$ cat src/rtl/sm_sdram_arbiter.sv
// rtl/sm_sdram_arbiter.sv - two-port req/ack arbiter in front of sm_sdram_controller
//
// Purpose: serialises word accesses from two independent requesters onto a
// single sm_sdram_controller command port (sd_clk0 domain) and returns read
// data to whichever port owned the access.
//
// Ports:
//   clkIn, rst_n              clock (rising edge), async active-low reset
//   pN_req/we/a/wd            port N request, direction, address, write data
//   pN_ack                    one-cycle completion pulse for port N
//   pN_rd                     port N read data, updated only by its own read acks
//   mc_ready, mc_rd           controller idle flag and read data
//   mc_cs/we/a/wd             controller command strobe and command fields
//   gnt                       one-hot current owner, 00 when idle
//
// Build option: define SM_SDRAM_ARB_PRIO_EN for fixed priority (port 0 wins
// ties, no last-served pointer); default build is round robin.
module sm_sdram_arbiter #(
  parameter int AW       = 6,
  parameter int DW       = 32,
  parameter int START_TO = 4
) (
  input  logic          clkIn,
  input  logic          rst_n,
  input  logic          p0_req,
  input  logic          p0_we,
  input  logic [AW-1:0] p0_a,
  input  logic [DW-1:0] p0_wd,
  output logic          p0_ack,
  output logic [DW-1:0] p0_rd,
  input  logic          p1_req,
  input  logic          p1_we,
  input  logic [AW-1:0] p1_a,
  input  logic [DW-1:0] p1_wd,
  output logic          p1_ack,
  output logic [DW-1:0] p1_rd,
  input  logic          mc_ready,
  input  logic [DW-1:0] mc_rd,
  output logic          mc_cs,
  output logic          mc_we,
  output logic [AW-1:0] mc_a,
  output logic [DW-1:0] mc_wd,
  output logic [1:0]    gnt
);

  typedef enum logic [2:0] {
    S_IDLE,
    S_ISSUE,
    S_WAIT_BUSY,
    S_WAIT_DONE,
    S_DONE
  } state_t;

  state_t        state_q;
  logic [3:0]    to_cnt_q;
  logic          mc_cs_q;
  logic          mc_we_q;
  logic [AW-1:0] mc_a_q;
  logic [DW-1:0] mc_wd_q;
  logic [1:0]    gnt_q;
  logic          p0_ack_q;
  logic          p1_ack_q;
  logic [DW-1:0] p0_rd_q;
  logic [DW-1:0] p1_rd_q;
`ifndef SM_SDRAM_ARB_PRIO_EN
  logic          last_q;  // 1: port 1 was served last
`endif

  logic pick1;   // winner of the current IDLE decision is port 1
  logic finish;  // access complete this cycle; move to DONE on the next edge

  always_comb begin
`ifdef SM_SDRAM_ARB_PRIO_EN
    pick1 = !p0_req;
`else
    // Port 1 wins alone, or in a tie when port 0 was the last one served.
    pick1 = p1_req && (!p0_req || !last_q);
`endif
    // A controller that never drops ready is assumed to have finished the
    // command on its own once the timeout expires.
    finish = ((state_q == S_WAIT_BUSY) && mc_ready && (to_cnt_q == 4'(START_TO - 1))) ||
             ((state_q == S_WAIT_DONE) && mc_ready);
  end

  always_ff @(posedge clkIn or negedge rst_n) begin
    if (!rst_n) begin
      state_q  <= S_IDLE;
      to_cnt_q <= '0;
      mc_cs_q  <= 1'b0;
      mc_we_q  <= 1'b0;
      mc_a_q   <= '0;
      mc_wd_q  <= '0;
      gnt_q    <= 2'b00;
      p0_ack_q <= 1'b0;
      p1_ack_q <= 1'b0;
      p0_rd_q  <= '0;
      p1_rd_q  <= '0;
`ifndef SM_SDRAM_ARB_PRIO_EN
      last_q   <= 1'b1;
`endif
    end else begin
      p0_ack_q <= 1'b0;
      p1_ack_q <= 1'b0;
      case (state_q)
        S_IDLE: begin
          if (mc_ready && (p0_req || p1_req)) begin
            gnt_q   <= pick1 ? 2'b10 : 2'b01;
            mc_we_q <= pick1 ? p1_we : p0_we;
            mc_a_q  <= pick1 ? p1_a : p0_a;
            mc_wd_q <= pick1 ? p1_wd : p0_wd;
            mc_cs_q <= 1'b1;
            state_q <= S_ISSUE;
          end
        end
        S_ISSUE: begin
          mc_cs_q  <= 1'b0;
          to_cnt_q <= '0;
          state_q  <= S_WAIT_BUSY;
        end
        S_WAIT_BUSY: begin
          if (!mc_ready)
            state_q <= S_WAIT_DONE;
          else if (!finish)
            to_cnt_q <= to_cnt_q + 4'd1;
        end
        S_WAIT_DONE: ;
        S_DONE: begin
          gnt_q   <= 2'b00;
`ifndef SM_SDRAM_ARB_PRIO_EN
          last_q  <= gnt_q[1];
`endif
          state_q <= S_IDLE;
        end
        default: state_q <= S_IDLE;
      endcase

      // Ack is registered so it is high during DONE; read data is captured
      // on the same edge while mc_rd is valid.
      if (finish) begin
        state_q  <= S_DONE;
        p0_ack_q <= gnt_q[0];
        p1_ack_q <= gnt_q[1];
        if (!mc_we_q) begin
          if (gnt_q[0]) p0_rd_q <= mc_rd;
          if (gnt_q[1]) p1_rd_q <= mc_rd;
        end
      end
    end
  end

  assign mc_cs  = mc_cs_q;
  assign mc_we  = mc_we_q;
  assign mc_a   = mc_a_q;
  assign mc_wd  = mc_wd_q;
  assign gnt    = gnt_q;
  assign p0_ack = p0_ack_q;
  assign p1_ack = p1_ack_q;
  assign p0_rd  = p0_rd_q;
  assign p1_rd  = p1_rd_q;

endmodule
$ cat config.mk
export PLATFORM = sky130hd
export DESIGN_NAME = sm_sdram_arbiter
export DESIGN_NICKNAME = d
export VERILOG_FILES = /design/src/rtl/sm_sdram_arbiter.sv
export SDC_FILE = /design/constraint.sdc
export NUM_CORES = 1
export LEC_CHECK = 0
export CORE_MARGIN = 8
export CORE_UTILIZATION = 25
export CTS_CLUSTER_DIAMETER = 60
export DETAILED_ROUTE_END_ITERATION = 8
export HOLD_SLACK_MARGIN = 0.02
export PLACE_DENSITY_LB_ADDON = 0.2
export RECOVER_POWER = 50
export SLEW_MARGIN = 20
export SYNTH_ARGS = -nofsm -noshare
export SYNTH_HDL_FRONTEND = slang
export SYNTH_SLANG_ARGS = --single-unit
$ cat constraint.sdc
create_clock -name clkIn -period 1.7 [get_ports clkIn]
set_input_delay 0.51 -clock clkIn [delete_from_list [all_inputs] [get_ports clkIn]]
set_output_delay 0.51 -clock clkIn [all_outputs]
set_load 0.02 [all_outputs]
==> results.toml <==
[outcome]
run_status = "finished, violations left"
violations = "negative setup slack"

[power_and_ir_drop]
power_density_mw_per_mm2 = 1765
intPower_mw = 9.937
total_switching_power_mw = 5.338
netSwitchingFraction_pct = 34.95
p_leak_nw = 4.176
power_frac_comb_pct = 45.2
p_clk_share_pct = 23.7
post-layout-total-power_mw = 15.27
peakVddDrop_mv = 0.6076
power.sequential.fraction_pct = 31.1

[floorplan]
die_y_um = 161.4
placementRows = 53
floorplan.initialDensity_pct = 25.30
pin_count = 223
core_area_sq_mm = 0.02089
die_w_um = 161.4
fp.dieArea_sq_mm = 0.02604

[synth]
synth_fp_nets = 432
synth.ff_latch_count = 116
synth_area_per_cell_sq_um = 16.72
synth_largest_type_area_fraction_pct = 54.46
number_of_synthesized_flops_with_an_enable_pin = 0
dominantRegCellSynth = "dfrtp_1"
mappedNetlistArea_sq_mm = 0.005284
post_synth_num_cell_types = 33
yosysWarnings = 0
yosys.area.top_type = "dfrtp_1"
proportion_of_register_bits_with_asynchronous_set_or_reset_after_synthesis_pct = 100.0
synth.top_cells.by_area = "dfrtp_1, mux2_4, mux2_2, buf_6, buf_12"
netlist_instances = 316
synth_sequential_area_ratio_pct = 54.96

[placed_design]
place_hpwl_mm = 11.53
routabilityCongestion = 0.7483
placedCellCount = 830
buffer_ports.inserted = 222

[setup_path]
worst_r2r_path_depth = 5
crit_fanout = 16
timing.critical_path.to_type = "flop"
crit_required_ps = 1990
rr_startpoint = "to_cnt_q[1]"
cp.arrival_ps = 2030
critical_path.startpoint = "to_cnt_q[1]"
worst_setup_path_class = "flop to flop"
setup.worst_path.start_class = "flop"
rr_endpoint = "p0_rd[1]"
r2r_setup_slack_ps = -40

[clock_tree]
tritoncts_buffers = 17
clk_latency_ps = 410
max-clock-path-buffers = 2
clk_pin_slew_ps = 60
clock-sinks = 116
cts_htree_levels = 4
cts_root_buf = "clkbuf_16"
cts_tree = "built"

[detailed_routing]
routed_wl_mm = 15.53
highest_metal_layer_used_by_the_detailed_router = "met4"
detail_route.first_pass.iterations = 4
wl_met3_um = 933
met1Wirelength_mm = 6.140
route.detailed.wl_per_inst_um = 17.79
drt_iter0_drc = 123
vias = 3615
route.met2.wl_mm = 8.214
antenna_left = 0
drc = 0
post_dr_vias_cell = 4.141

[timing]
setup_slack_ps = -39.46
relSlewSlack_pct = 63.92
final.setup_skew_ps = 9.836
achievable-frequency_mhz = 574.9
report.final.slew_viol_count = 0
setup_repair_after_global_routing_missed_its_margin = "yes"
hold_violations_final = 0
fin_setup_tns_ps = -677.5
min_period_ps = 1739
setup_viol = 47
period_utilisation_layout_pct = 102.3
worstMarginPinSlew_ps = 541.1

[cells_and_area]
antenna-diode-count = 0
final_layout_size_suffix_gt1_share_pct = 38.13
syn2layout_area_growth_pct = 63.75
nNetsFinal = 701
postLayoutCoreUtil_pct = 41.42
final_cells = 873
final.fill_count = 1953

[hold_path]
min-delay-start = "mc_cs"
whs_endpoint = "mc_cs"
hold_depth = 1
min-delay-path-class = "flop to flop"

[global_route]
grt_max_degree = 41
grtUsageTotal_pct = 12.16
gr-total-overflow = 0
grt_first_pass_wirelength_mm = 24.84
first_global_vias = 4282
antenna_found_initial = 0

[job]
max_cap_viol_count = 0
[flip-flops by register name, indices dropped and copies added, names as in the netlist, 2 cells and up]
register / flops
mc_a: 6
gnt: 2
p1_rd: 32
mc_wd: 32
state_q: 3
p0_rd: 32
to_cnt_q: 4
[logic make-up after synthesis]
family	after synthesis	share of synthesized area [%]
buffers and inverters	19	3.599
adders and majority gates	1	0.2368
and+or+nand+nor	23	2.889
DFF	116	54.96
muxes	148	36.30
AOI/OAI and AO/OA	9	2.013
[stage by stage]
| stage | cell area [sq um] | hold slack, ps | setup WS, ps |
|---|---|---|---|
| 6_report | 8652 | 488.8 | -39.46 |
| 5_1_grt | 8652 | 513.7 | -124.6 |
| 4_1_cts | 8600 | 489.6 | -66.16 |
| 3_5_place_dp | 8028 | 431.2 | -506.1 |
| 3_3_place_gp | 8028 | 426.3 | -477.2 |
| 2_1_floorplan | 5284 | 214.4 | -24.15 |
[worst max-delay path, stage by stage (launching register included)]
cell	delay (ps)
dfrtp_1	350
ha_2	180
nor3b_4	320
o2111ai_4	220
buf_12	230
mux2_4	300
[synthesized netlist by cell type, types with 2 or more instances]
cell	instances
or2_2	2
mux2i_1	6
nor3_1	2
mux2_2	73
buf_6	7
nand3b_1	2
inv_1	3
mux2_4	69
and3_1	2
o2111ai_4	2
nand2_1	5
nand3_1	2
buf_2	5
buf_12	3
dfrtp_1	115
[power groups by stage]
stage / Sequential, mW / Clock (mW) / Combinational [mW]
2_1_floorplan: 6.28 / 0 / 2.55
3_3_place_gp: 4.82 / 0 / 7.61
3_5_place_dp: 4.83 / 0 / 7.68
4_1_cts: 4.77 / 3.73 / 6.97
5_1_grt: 4.94 / 3.86 / 7.34
6_report: 4.75 / 3.62 / 6.90
[cell usage in the layout (no fill, tap or decap), drive strengths merged, types with 2 or more instances in the layout]
cell | synthesis | layout
inv | 3 | 7
dfrtp | 115 | 115
bufinv | 0 | 2
or2 | 2 | 2
clkbuf | 0 | 26
o2111ai | 2 | 2
a21boi | 2 | 2
mux2 | 142 | 142
dlygate4sd2 | 0 | 107
clkdlybuf4s15 | 0 | 3
mux2i | 6 | 6
nand3 | 2 | 2
nand2 | 5 | 5
buf | 16 | 37
nor3 | 2 | 2
clkdlybuf4s50 | 0 | 111
clkinv | 0 | 6
nand3b | 2 | 2
and3 | 2 | 2
[worst max path at each step]
stage / endpoint / cells past startpoint
3_5_place_dp: mc_wd[1] / 5
6_report: p0_rd[1] / 5
2_1_floorplan: mc_wd[1] / 4
3_3_place_gp: mc_wd[10] / 5
4_1_cts: p0_rd[9] / 5
5_1_grt: p0_rd[15] / 5
[repair_timing]
item	CTS	global route
hold endpoints to repair	13	0
cloned	2	1
setup endpoints to repair	210	88
setup buffers	2	5
gates resized for setup	117	8
hold buffers	1	0
pin swaps	3	3
[per-layer routing]
metal | global-route usage (%) | vias up
li1 | - | 1681
met1 | 13.27 | 1810
met2 | 21.49 | 108
met3 | 3.869 | 16
met4 | 4.924 | 0
met5 | 0 | -
[final cells by class]
class / count / area (sq um) / area share, %
multi-input cells: 181 / 2228 / 25.76
inverters: 3 / 11.26 / 0.1302
clock inverters: 13 / 147.6 / 1.706
clock buffers: 19 / 452.9 / 5.235
flip-flops and latches: 116 / 2904 / 33.56
repair buffers: 266 / 2564 / 29.63
well taps: 275 / 344.1 / 3.977
(Power assumes the default switching activity.)
==> RTL edit: new RTL, same settings <==
Add a define of `SM_SDRAM_ARB_PRIO_EN`.
--- a/src/rtl/sm_sdram_arbiter.sv
+++ b/src/rtl/sm_sdram_arbiter.sv
@@ -15,6 +15,8 @@
 //
 // Build option: define SM_SDRAM_ARB_PRIO_EN for fixed priority (port 0 wins
 // ties, no last-served pointer); default build is round robin.
+`define SM_SDRAM_ARB_PRIO_EN
+
 module sm_sdram_arbiter #(
   parameter int AW       = 6,
   parameter int DW       = 32,
Function: changed (a bounded check fails within 10 cycles, from zero or initial values and one cycle with rst_n low).
==> RTL edit against the original RTL <==
The flow still finishes with violations (negative setup slack); area after synthesis down 2.3%; total power down 0.43%; clock power up 3%; global-route usage down 0.23 points; non-clock buffer count down 12; routed wire length down 3.3%; design area down 2.7%; clock skew down 2.1 ps; sequential cell count down 1; setup slack worse by 15 ps; sequential share of layout area up 0.63 points; largest power group unchanged.
==> RTL edit: results (changes against the original RTL) <==
Detailed routing
  • DR WL met2: 8.36 mm (+1.8%)
  • DRT met1 WL: 5.83 mm (-5.0%)
  • Wirelength per Cell: 17.6 um (-1.2%)
  • Via count: 3548 (-1.9%)
  • DR WL met3: 694 um (-26%)

Place
  • Pre-CTS worst setup slack: -465 ps (+41.4 ps)
  • RePlAce Congestion: 0.747 (-0.16%)
  • Post-DP Area: 7880 um^2 (-1.8%)
  • Placed insts: 819 (-1.3%)

Worst setup path
  • Setup crit end: to_cnt_q[0]$_DFFE_PN0P_
  • Critical path's slowest cell: clkdlybuf4s50_1
  • Internal reg-to-reg setup slack: -10 ps (+30 ps)
  • Data arrival, critical path: 2080 ps (+50 ps)
  • Critical path launch point: mc_ready
  • Max incr delay on CP: 500 ps (+150 ps)
  • CP delay by family, top: buffers and inverters

Pwr
  • Total power: 15200 uW (-0.43%)
  • Gate power share: 44.3% (-0.9 points)

Global routing
  • Vias in the first global route: 4045 (-5.5%)
  • Grt met3 use: 3.83% (-0.038 points)
  • First-pass GRT wire length: 23.6 mm (-4.9%)
  • Pin count of the biggest net entering global routing: 79 (+93%)
  • Grt met2 use: 22.0% (+0.53 points)
  • M1 GR Usage: 12.6% (-0.63 points)

Layout
  • Layout cells sized above 1: 35.7% (-2.4 points)

Synth
  • Sequential area share after synthesis: 55.8% (+0.80 points)
  • Synth cell count leaders: dfrtp_1 (115), mux2_2 (78), mux2_4 (60)
  • Distinct cells, synth: 34 (+3.0%)
  • Mean Syn Cell Area: 16.3 um^2 (-2.3%)

Timing
  • Final setup margin: -54.3 ps (-14.8 ps)
  • Setup violators final: 29 (-38%)
  • Clock skew: 7.77 ps (-2.06 ps)

Outcome
  • Run status: finished, violations left
  • Failing checks: negative setup slack
## RTL edit: changes by cell type after synthesis, moves of 3 or more
cell	unedited run	this run
mux2_4	69	60
clkbuf_1	0	5
mux2_2	73	78
buf_2	5	1
buf_12	3	0
buf_6	7	10
o21ai_0	0	3
## RTL edit: area by class of cell
type,instances,area share [%]
sequential,115,34.2
timing repair buffer,254,28.7
multi-input combinational,182,25.6
clock buffer,22,5.52
tap,270,4.01
clock inverter,10,1.84
inverter,2,0.0892
## RTL edit: logic make-up after synthesis
| kind of cell | after synthesis | synth area share, % |
|---|---|---|
| multiplexers | 145 | 35.9 |
| flip-flops | 115 | 55.8 |
| AND/OR/NAND/NOR | 25 | 3.05 |
| buffers and inverters | 19 | 2.93 |
| AO/OA/AOI/OAI | 11 | 2.13 |
| adder cells (fa/ha/maj) | 1 | 0.242 |
## RTL edit: what timing repair did
action,4_1_cts,5_1_grt
gates resized for setup,114,8
pin swaps,0,2
setup endpoints to repair,194,82
gates cloned,0,2
endpoints found under the hold margin,0,0
buffers inserted,0,2
